## src/rtl/shift_issue_pipe.sv

```systemverilog
// Two-stage handshaked shift unit: stage A decodes the R-type shift funct and
// latches operands, stage B registers the shifted result for writeback.
module shift_issue_pipe #(
  parameter int WIDTH = 32,
  parameter int SHW   = 5
) (
  input  logic             clk,
  input  logic             rst_n,
  input  logic             flush,
  input  logic             in_valid,
  output logic             in_ready,
  input  logic [5:0]       funct,
  input  logic [SHW-1:0]   shamt,
  input  logic [WIDTH-1:0] rs_val,
  input  logic [WIDTH-1:0] rt_val,
  output logic             out_valid,
  input  logic             out_ready,
  output logic [WIDTH-1:0] result,
  output logic             illegal
);

  typedef enum logic [5:0] {
    F_SLL  = 6'b000000,
    F_SRL  = 6'b000010,
    F_SRA  = 6'b000011,
    F_SLLV = 6'b000100,
    F_SRLV = 6'b000110,
    F_SRAV = 6'b000111
  } funct_e;

  function automatic logic [WIDTH-1:0] bit_rev(input logic [WIDTH-1:0] v);
    for (int i = 0; i < WIDTH; i++) bit_rev[i] = v[WIDTH-1-i];
  endfunction

  logic             a_valid_q, a_valid_d;
  logic [SHW-1:0]   a_amt_q, a_amt_d;
  logic             a_left_q, a_left_d;
  logic             a_arith_q, a_arith_d;
  logic             a_illegal_q, a_illegal_d;
  logic [WIDTH-1:0] a_data_q, a_data_d;
  logic             b_valid_q, b_valid_d;
  logic [WIDTH-1:0] b_result_q, b_result_d;
  logic             b_illegal_q, b_illegal_d;

  logic             b_adv, a_adv, in_fire, out_fire;
  logic [SHW-1:0]   dec_amt;
  logic             dec_left, dec_arith, dec_illegal;
  logic [WIDTH-1:0] shift_src, shift_out, sh_result;
  logic [2*WIDTH-1:0] shift_ext;

  // NOTE: every always_comb output gets a default first so no path infers a latch.
  always_comb begin
    dec_amt     = shamt;
    dec_left    = 1'b0;
    dec_arith   = 1'b0;
    dec_illegal = 1'b0;
    case (funct)
      F_SLL:  dec_left = 1'b1;
      F_SRL:  ;
      F_SRA:  dec_arith = 1'b1;
      F_SLLV: begin dec_amt = rs_val[SHW-1:0]; dec_left = 1'b1; end
      F_SRLV: dec_amt = rs_val[SHW-1:0];
      F_SRAV: begin dec_amt = rs_val[SHW-1:0]; dec_arith = 1'b1; end
      default: dec_illegal = 1'b1;
    endcase
  end

  // One right shifter serves both directions; left shifts are mirrored around it.
  always_comb begin
    shift_src = a_left_q ? bit_rev(a_data_q) : a_data_q;
    shift_ext = {{WIDTH{a_arith_q & shift_src[WIDTH-1]}}, shift_src} >> a_amt_q;
    shift_out = shift_ext[WIDTH-1:0];
    sh_result = a_illegal_q ? '0 : (a_left_q ? bit_rev(shift_out) : shift_out);
  end

  always_comb begin
    b_adv    = !b_valid_q || out_ready;
    a_adv    = a_valid_q && b_adv;
    in_ready = !a_valid_q || b_adv;
    in_fire  = in_valid && in_ready;
    out_fire = b_valid_q && out_ready;

    a_valid_d   = a_valid_q;
    a_amt_d     = a_amt_q;
    a_left_d    = a_left_q;
    a_arith_d   = a_arith_q;
    a_illegal_d = a_illegal_q;
    a_data_d    = a_data_q;
    b_valid_d   = b_valid_q;
    b_result_d  = b_result_q;
    b_illegal_d = b_illegal_q;

    if (flush)        a_valid_d = 1'b0;
    else if (in_fire) a_valid_d = 1'b1;
    else if (a_adv)   a_valid_d = 1'b0;

    if (in_fire && !flush) begin
      a_amt_d     = dec_amt;
      a_left_d    = dec_left;
      a_arith_d   = dec_arith;
      a_illegal_d = dec_illegal;
      a_data_d    = rt_val;
    end

    // Flush wins over the output handshake; result/illegal keep their last values.
    if (flush)         b_valid_d = 1'b0;
    else if (a_adv)    b_valid_d = 1'b1;
    else if (out_fire) b_valid_d = 1'b0;

    if (a_adv && !flush) begin
      b_result_d  = sh_result;
      b_illegal_d = a_illegal_q;
    end
  end

  // NOTE: sequential state uses non-blocking assignments so all flops update together.
  always_ff @(posedge clk or negedge rst_n) begin
    if (!rst_n) begin
      a_valid_q   <= 1'b0;
      a_amt_q     <= '0;
      a_left_q    <= 1'b0;
      a_arith_q   <= 1'b0;
      a_illegal_q <= 1'b0;
      a_data_q    <= '0;
      b_valid_q   <= 1'b0;
      b_result_q  <= '0;
      b_illegal_q <= 1'b0;
    end else begin
      a_valid_q   <= a_valid_d;
      a_amt_q     <= a_amt_d;
      a_left_q    <= a_left_d;
      a_arith_q   <= a_arith_d;
      a_illegal_q <= a_illegal_d;
      a_data_q    <= a_data_d;
      b_valid_q   <= b_valid_d;
      b_result_q  <= b_result_d;
      b_illegal_q <= b_illegal_d;
    end
  end

  assign out_valid = b_valid_q;
  assign result    = b_result_q;
  assign illegal   = b_illegal_q;

endmodule
```

## config.mk

```make
export PLATFORM = sky130hd
export DESIGN_NAME = shift_issue_pipe
export DESIGN_NICKNAME = d
export VERILOG_FILES = /design/src/rtl/shift_issue_pipe.sv
export SDC_FILE = /design/constraint.sdc
export NUM_CORES = 1
export LEC_CHECK = 0
export ABC_AREA = 1
export BUFFER_PORTS_ARGS = -buffer_cell sky130_fd_sc_hd__buf_2
export CORE_UTILIZATION = 40
export CTS_BUF_LIST = sky130_fd_sc_hd__clkbuf_8
export DETAILED_ROUTE_END_ITERATION = 8
export MAX_ROUTING_LAYER = met4
export PLACE_DENSITY_LB_ADDON = 0.15
export SLEW_MARGIN = 20
export SYNTH_ARGS = -nofsm -noshare
export SYNTH_HDL_FRONTEND = slang
export SYNTH_SLANG_ARGS = --single-unit
```

## constraint.sdc

```tcl
create_clock -name clk -period 3.8 [get_ports clk]
set_input_delay 0.19 -clock clk [delete_from_list [all_inputs] [get_ports clk]]
set_output_delay 0.19 -clock clk [all_outputs]
set_load 0.01 [all_outputs]
```

-- Yosys cells after proc, flatten, opt, wreduce, memory -nomap -nowiden
Index checks and enable logic that the tools add are counted.
- register bits after elaboration: 75
- output and inout bits: 35
- word-level logic and storage cells: 46
- input bits: 80
- eq/ne operators: 5
- mux-type cells: 13
- shifts and indexed selects: 1
- bitwise logic cells: 1
- reduce and logical (&&, ||, !) cells: 17
- operators by type and width (cell ; number):
    32-bit two-way mux ; 3
    64-bit by 5-bit >> shifter with 32-bit output ; 1
    6-bit by 3-bit == test with 1-bit output, second input constant ; 3
    6-bit by 2-bit == test with 1-bit output, second input constant ; 2
    1-bit two-way mux ; 9
    6-bit logical NOT ; 1
    3-bit nonzero test ; 2
    6-bit OR reduction ; 1
    1-bit logical AND ; 5
    5-bit two-way mux ; 1
    2-bit OR reduction ; 2
    1-bit logical NOT ; 3
    3-bit OR reduction ; 1
    1-bit logical OR ; 2
    1-bit AND ; 1

-- Longest topological paths before layout
- word-level depth: 6
- gate-level depth with buffers: 15
- gate-level depth less buffers: 15

-- Worst setup path after synthesis
No wires, ideal clock.
- kind: reg2reg
- start: register a_left_q
- end: register b_result_q[18], in the netlist result[18]
- period minus slack after synthesis: 1.549 ns
- required time: 3.683 ns
- library setup time: 0.117 ns
- arrival: 1.432 ns
- stages on the path, launching flop included: 15
- path slack: 2.251 ns
- cells stage by stage: dfrtp_1 buf_6 buf_6 nand2_1 nand3_1 nand3_1 nand3_1 nand2_1 nand2_1 nand2_1 nand2_1 nand2_1 nand2_1 nand3_1 nand2_1
- cells in the longest elaborated chain, start to end: 5
- RTL lines (item ; line ; RTL):
    from (decl) ; 37 ; logic a_left_q, a_left_d;
    from (signal assigned) ; 131 ; a_left_q <= a_left_d;
    32-bit two-way mux ; 70 ; shift_src = a_left_q ? bit_rev(a_data_q) : a_data_q;
    1-bit AND ; 71 ; shift_ext = {{WIDTH{a_arith_q & shift_src[WIDTH-1]}}, shift_src} >> a_amt_q;
    64-bit by 5-bit >> shifter with 32-bit output ; 71 ;
    32-bit two-way mux * (2 in a row) ; 73 ; sh_result = a_illegal_q ? '0 : (a_left_q ? bit_rev(shift_out) : shift_out);
    to (signal assigned) ; 136 ; b_result_q <= b_result_d;
    to (decl) ; 42 ; logic [WIDTH-1:0] b_result_q, b_result_d;
Mark *: on every way between the ends. The rest lies on a longest branch, timed or not.
A chain may end at the register's enable or synchronous reset.

-- Final worst setup path
- start: register a_left_q
- end: register b_result_q[27], in the netlist result[27]
Same word-level chain as after synthesis.

==> results.sh <==
export IMPL_power_share_combinational=0.455
export IMPL_post_drt_wl_per_cell_um=13.72
export IMPL_yosysWarningCount=0
export IMPL_postRouteWirelength_mm=15.51
export IMPL_synth_compound_area_frac=0.02155
export IMPL_synth_simple_area_share=0.5641
export IMPL_fin_crit_sh=0.6339
export IMPL_post_synth_cell_area_avg_um2=6.104
export IMPL_route_detailed_vias_per_inst=5.226
export IMPL_antenna_found_initial=0
export IMPL_startpoint_type_of_the_worst_setup_path="register"
export IMPL_fillers=1432
export IMPL_clock_power_share=0.192
export IMPL_synth_top_family_by_area="simple AND/OR/NAND/NOR gates"
export IMPL_grt_setup_unrepaired="false"
export IMPL_dp_hpwl_mm=11.24
export IMPL_path_class="register to register"
export IMPL_number_of_hold_slack_violations_in_the_final_timing_report=0
export IMPL_run_status="finished clean"
export IMPL_p_leak_nw=3.436
export IMPL_pre_cts_ws_ns=1.389
export IMPL_cts_setup_buffers=0
export IMPL_htree_num_levels=3
export IMPL_relative_slew_slack=0.3786
export IMPL_crit_path_frequent_cell="sky130_fd_sc_hd__nand2_1"
export IMPL_cts_sinks=75
export IMPL_gp_routability_congestion=0.9631
export IMPL_post_route_cells_drive_above_1_share=0.1262
export IMPL_grt_max_degree=76
export IMPL_required_time_of_the_critical_path_ns=4.07
export IMPL_core_area_mm2=0.01282
export IMPL_critical_path_peak_fanout=33
export IMPL_tightest_slew_ns=0.9321
export IMPL_i_o_pin_count=115
export IMPL_vias=5911
export IMPL_final_seq_area_mm2=0.001878
export IMPL_pwr_density_cell_mw_per_mm2=472.7
export IMPL_end_kind="register"
export IMPL_finalCriticalPeriod_ns=2.409
export IMPL_drt_first_pass_iters=5
export IMPL_port_buffer_count=87
export IMPL_flow_area_growth_from_synthesis_pct=17.45
export IMPL_crit_path_cell_trace="inv_2 -> nand2_1 -> nand2_1 -> nand2_2 -> nand2_1 -> nand2_1 -> nand2_1 -> nand2_1 -> nand2_1 -> nand2_1 -> nand2_1 -> nand2_1 -> nand2_1 -> nand3_1 -> nand2_1"
export IMPL_mappedNetlistArea_mm2=0.005341
export IMPL_synthXorXnorAreaFrac=0
export IMPL_multi_input_area_mm2=0.003131
export IMPL_clk_pin_slew_worst_paths_ns=0.08
export IMPL_chipWidth_um=117.6
export IMPL_final_max_slew_violation_count=0
export IMPL_finalSetupViolCount=0
export IMPL_tritoncts="done"
export IMPL_power_ir_vdd_worst_uv=249.7
export IMPL_detail_route_drc_violations=0
export IMPL_timing_critical_path_slowest_stage_cell="sky130_fd_sc_hd__dfrtp_2"
export IMPL_timing_setup_tns_ns=0
export IMPL_grt_pass1_wl_mm=26.81
export IMPL_fmax_mhz=415.2
export IMPL_power_switching_mw=1.276
export IMPL_ant_nets=0
export IMPL_finalClockSkew_ns=0.01008
export IMPL_floorplan_rows=41
export IMPL_post_synth_mux_area_share=0
export IMPL_syn_nets=955
export IMPL_fp_dieArea_mm2=0.01382
export IMPL_via_count_of_the_first_global_routing_pass=5590
export IMPL_min_path_type="primary input to register"
export IMPL_clk_root_buffer_cell="sky130_fd_sc_hd__clkbuf_8"
export IMPL_first_iter_violations=414
export IMPL_timing_final_ws_setup_ns=1.391
export IMPL_crit_path_max_incr_delay_ns=0.66
export IMPL_clock_insertion_delay_worst_skew_ns=0.38
export IMPL_yosys_register_bits=75
export IMPL_p_int_mw=1.690
export IMPL_swShare=0.4302
export IMPL_die_h_um=117.6
export IMPL_max_cap_violations=0
export IMPL_cts_made_buffers=9
export IMPL_worstPathArrival_ns=2.68
export IMPL_n_antenna_cell=0
export IMPL_synth_seq_area_share=0.3514
export IMPL_grt_ovfl_total=0
export IMPL_clk_path_buf_depth=2
export IMPL_layout_nets=1035
export IMPL_pwr_share_seq=0.353
export IMPL_yosys_area_share_adder=0
export IMPL_synthCells=875
export IMPL_ys_types=21
export IMPL_initial_core_util=0.4165
export IMPL_grt_util_all_layers=0.2459
export IMPL_core_occupancy_in_the_finished_layout=0.4892
## cells by family after synthesis
family                 after synthesis
AOI/OAI and AO/OA                   20
buffers and inverters               76
DFF                                 75
and+or+nand+nor                    704
## cells in the mapped netlist (all sizes together)
cell type | number | area share
nand3 | 290 | 0.27
or2 | 1 | 0.0012
dfrtp | 75 | 0.35
o22ai | 5 | 0.0059
o211ai | 1 | 0.0014
o21ai | 9 | 0.0084
buf | 36 | 0.035
clkbuf | 22 | 0.015
o21a | 1 | 0.0014
a41oi | 1 | 0.0016
nor2 | 12 | 0.0084
inv | 14 | 0.0098
clkinv | 4 | 0.0028
a21oi | 3 | 0.0028
nand2 | 400 | 0.28
nor4 | 1 | 0.0012
## metal layers
layer / vias to the layer above / track usage / share of wire
met3: 34 / 0.05233 / 0.047
met2: 181 / 0.3794 / 0.45
met5: - / - / 0
li1: 3049 / - / -
met1: 2647 / 0.3179 / 0.48
met4: 0 / 0.08814 / 0.024
## placed cells by master (no fill, tap or decap)
master                          count
sky130_fd_sc_hd__a21oi_1            3
sky130_fd_sc_hd__a41oi_1            1
sky130_fd_sc_hd__buf_2             86
sky130_fd_sc_hd__buf_4             15
sky130_fd_sc_hd__clkbuf_8          12
sky130_fd_sc_hd__clkinv_1           4
sky130_fd_sc_hd__clkinv_2           2
sky130_fd_sc_hd__dfrtp_1           74
sky130_fd_sc_hd__dfrtp_2            1
sky130_fd_sc_hd__dlygate4sd3_1     26
sky130_fd_sc_hd__inv_1             13
sky130_fd_sc_hd__inv_2              2
sky130_fd_sc_hd__nand2_1          399
sky130_fd_sc_hd__nand2_2            1
sky130_fd_sc_hd__nand3_1          290
sky130_fd_sc_hd__nor2_1            11
sky130_fd_sc_hd__nor2_2             1
sky130_fd_sc_hd__nor4_1             1
sky130_fd_sc_hd__o211ai_1           1
sky130_fd_sc_hd__o21a_1             1
sky130_fd_sc_hd__o21ai_0            9
sky130_fd_sc_hd__o22ai_1            5
sky130_fd_sc_hd__or2_2              1
## per-stage QoR
stage / instance area, µm² / power (mW) / std cells / hold slack (ns)
final: 6274 / 2.965 / 1131 / 0.01626
after global routing: 6274 / 3.243 / 1131 / 0.003895
after CTS: 6274 / 2.988 / 1131 / 0.001749
after detailed placement: 5834 / 2.382 / 1090 / 0.3882
after global placement: 5834 / 2.373 / 1090 / 0.3856
after floorplan: 5341 / 2.005 / 875 / -0.1056
## flip-flops by register name (all words and copies together), names as in the netlist
name / flops
a_data_q: 32
result: 32
a_amt_q: 5
a_arith_q: 1
a_illegal_q: 1
a_left_q: 1
a_valid_q: 1
illegal: 1
out_valid: 1
## power groups by stage
stage / clock (mW) / combinational, mW / sequential [mW]
2_1_floorplan: 0 / 0.930 / 1.07
3_3_place_gp: 0 / 1.32 / 1.06
3_5_place_dp: 0 / 1.32 / 1.06
4_1_cts: 0.594 / 1.35 / 1.05
5_1_grt: 0.627 / 1.55 / 1.07
6_report: 0.571 / 1.35 / 1.05
## worst paths after layout
check                           from           end  slack (ns)  cells past startpoint
setup / recovery            a_left_q    result[27]        1.39                     15
hold / removal             rt_val[5]   a_data_q[5]        0.02                      3
setup reg to reg            a_left_q    result[27]        1.39                     15
hold reg to reg            result[5]     result[5]        0.47                      2
max in group asynchronous      rst_n      a_left_q        2.64                      2
min in group asynchronous      rst_n  a_data_q[15]        0.50                      2
## layout make-up
type	count	area share
multi-input cells	724	0.4990
flip-flops and latches	75	0.2994
clock buffers	12	0.02633
well taps	172	0.03430
clock inverters	3	0.002194
repair buffers	127	0.1280
inverters	18	0.01077
## critical path, delay by kind of cell, from the launching register on
| kind | cells | cell delay (ns) |
|---|---|---|
| buf+inv | 1 | 0.35 |
| flops | 1 | 0.66 |
| simple gates | 14 | 1.29 |
## timing repair
action	in CTS	in global routing
endpoints found under the setup margin	0	0
resized for setup	0	0
hold buffers	26	0
hold endpoints to repair	93	0
Note: power is estimated with default switching activity, not from simulation.
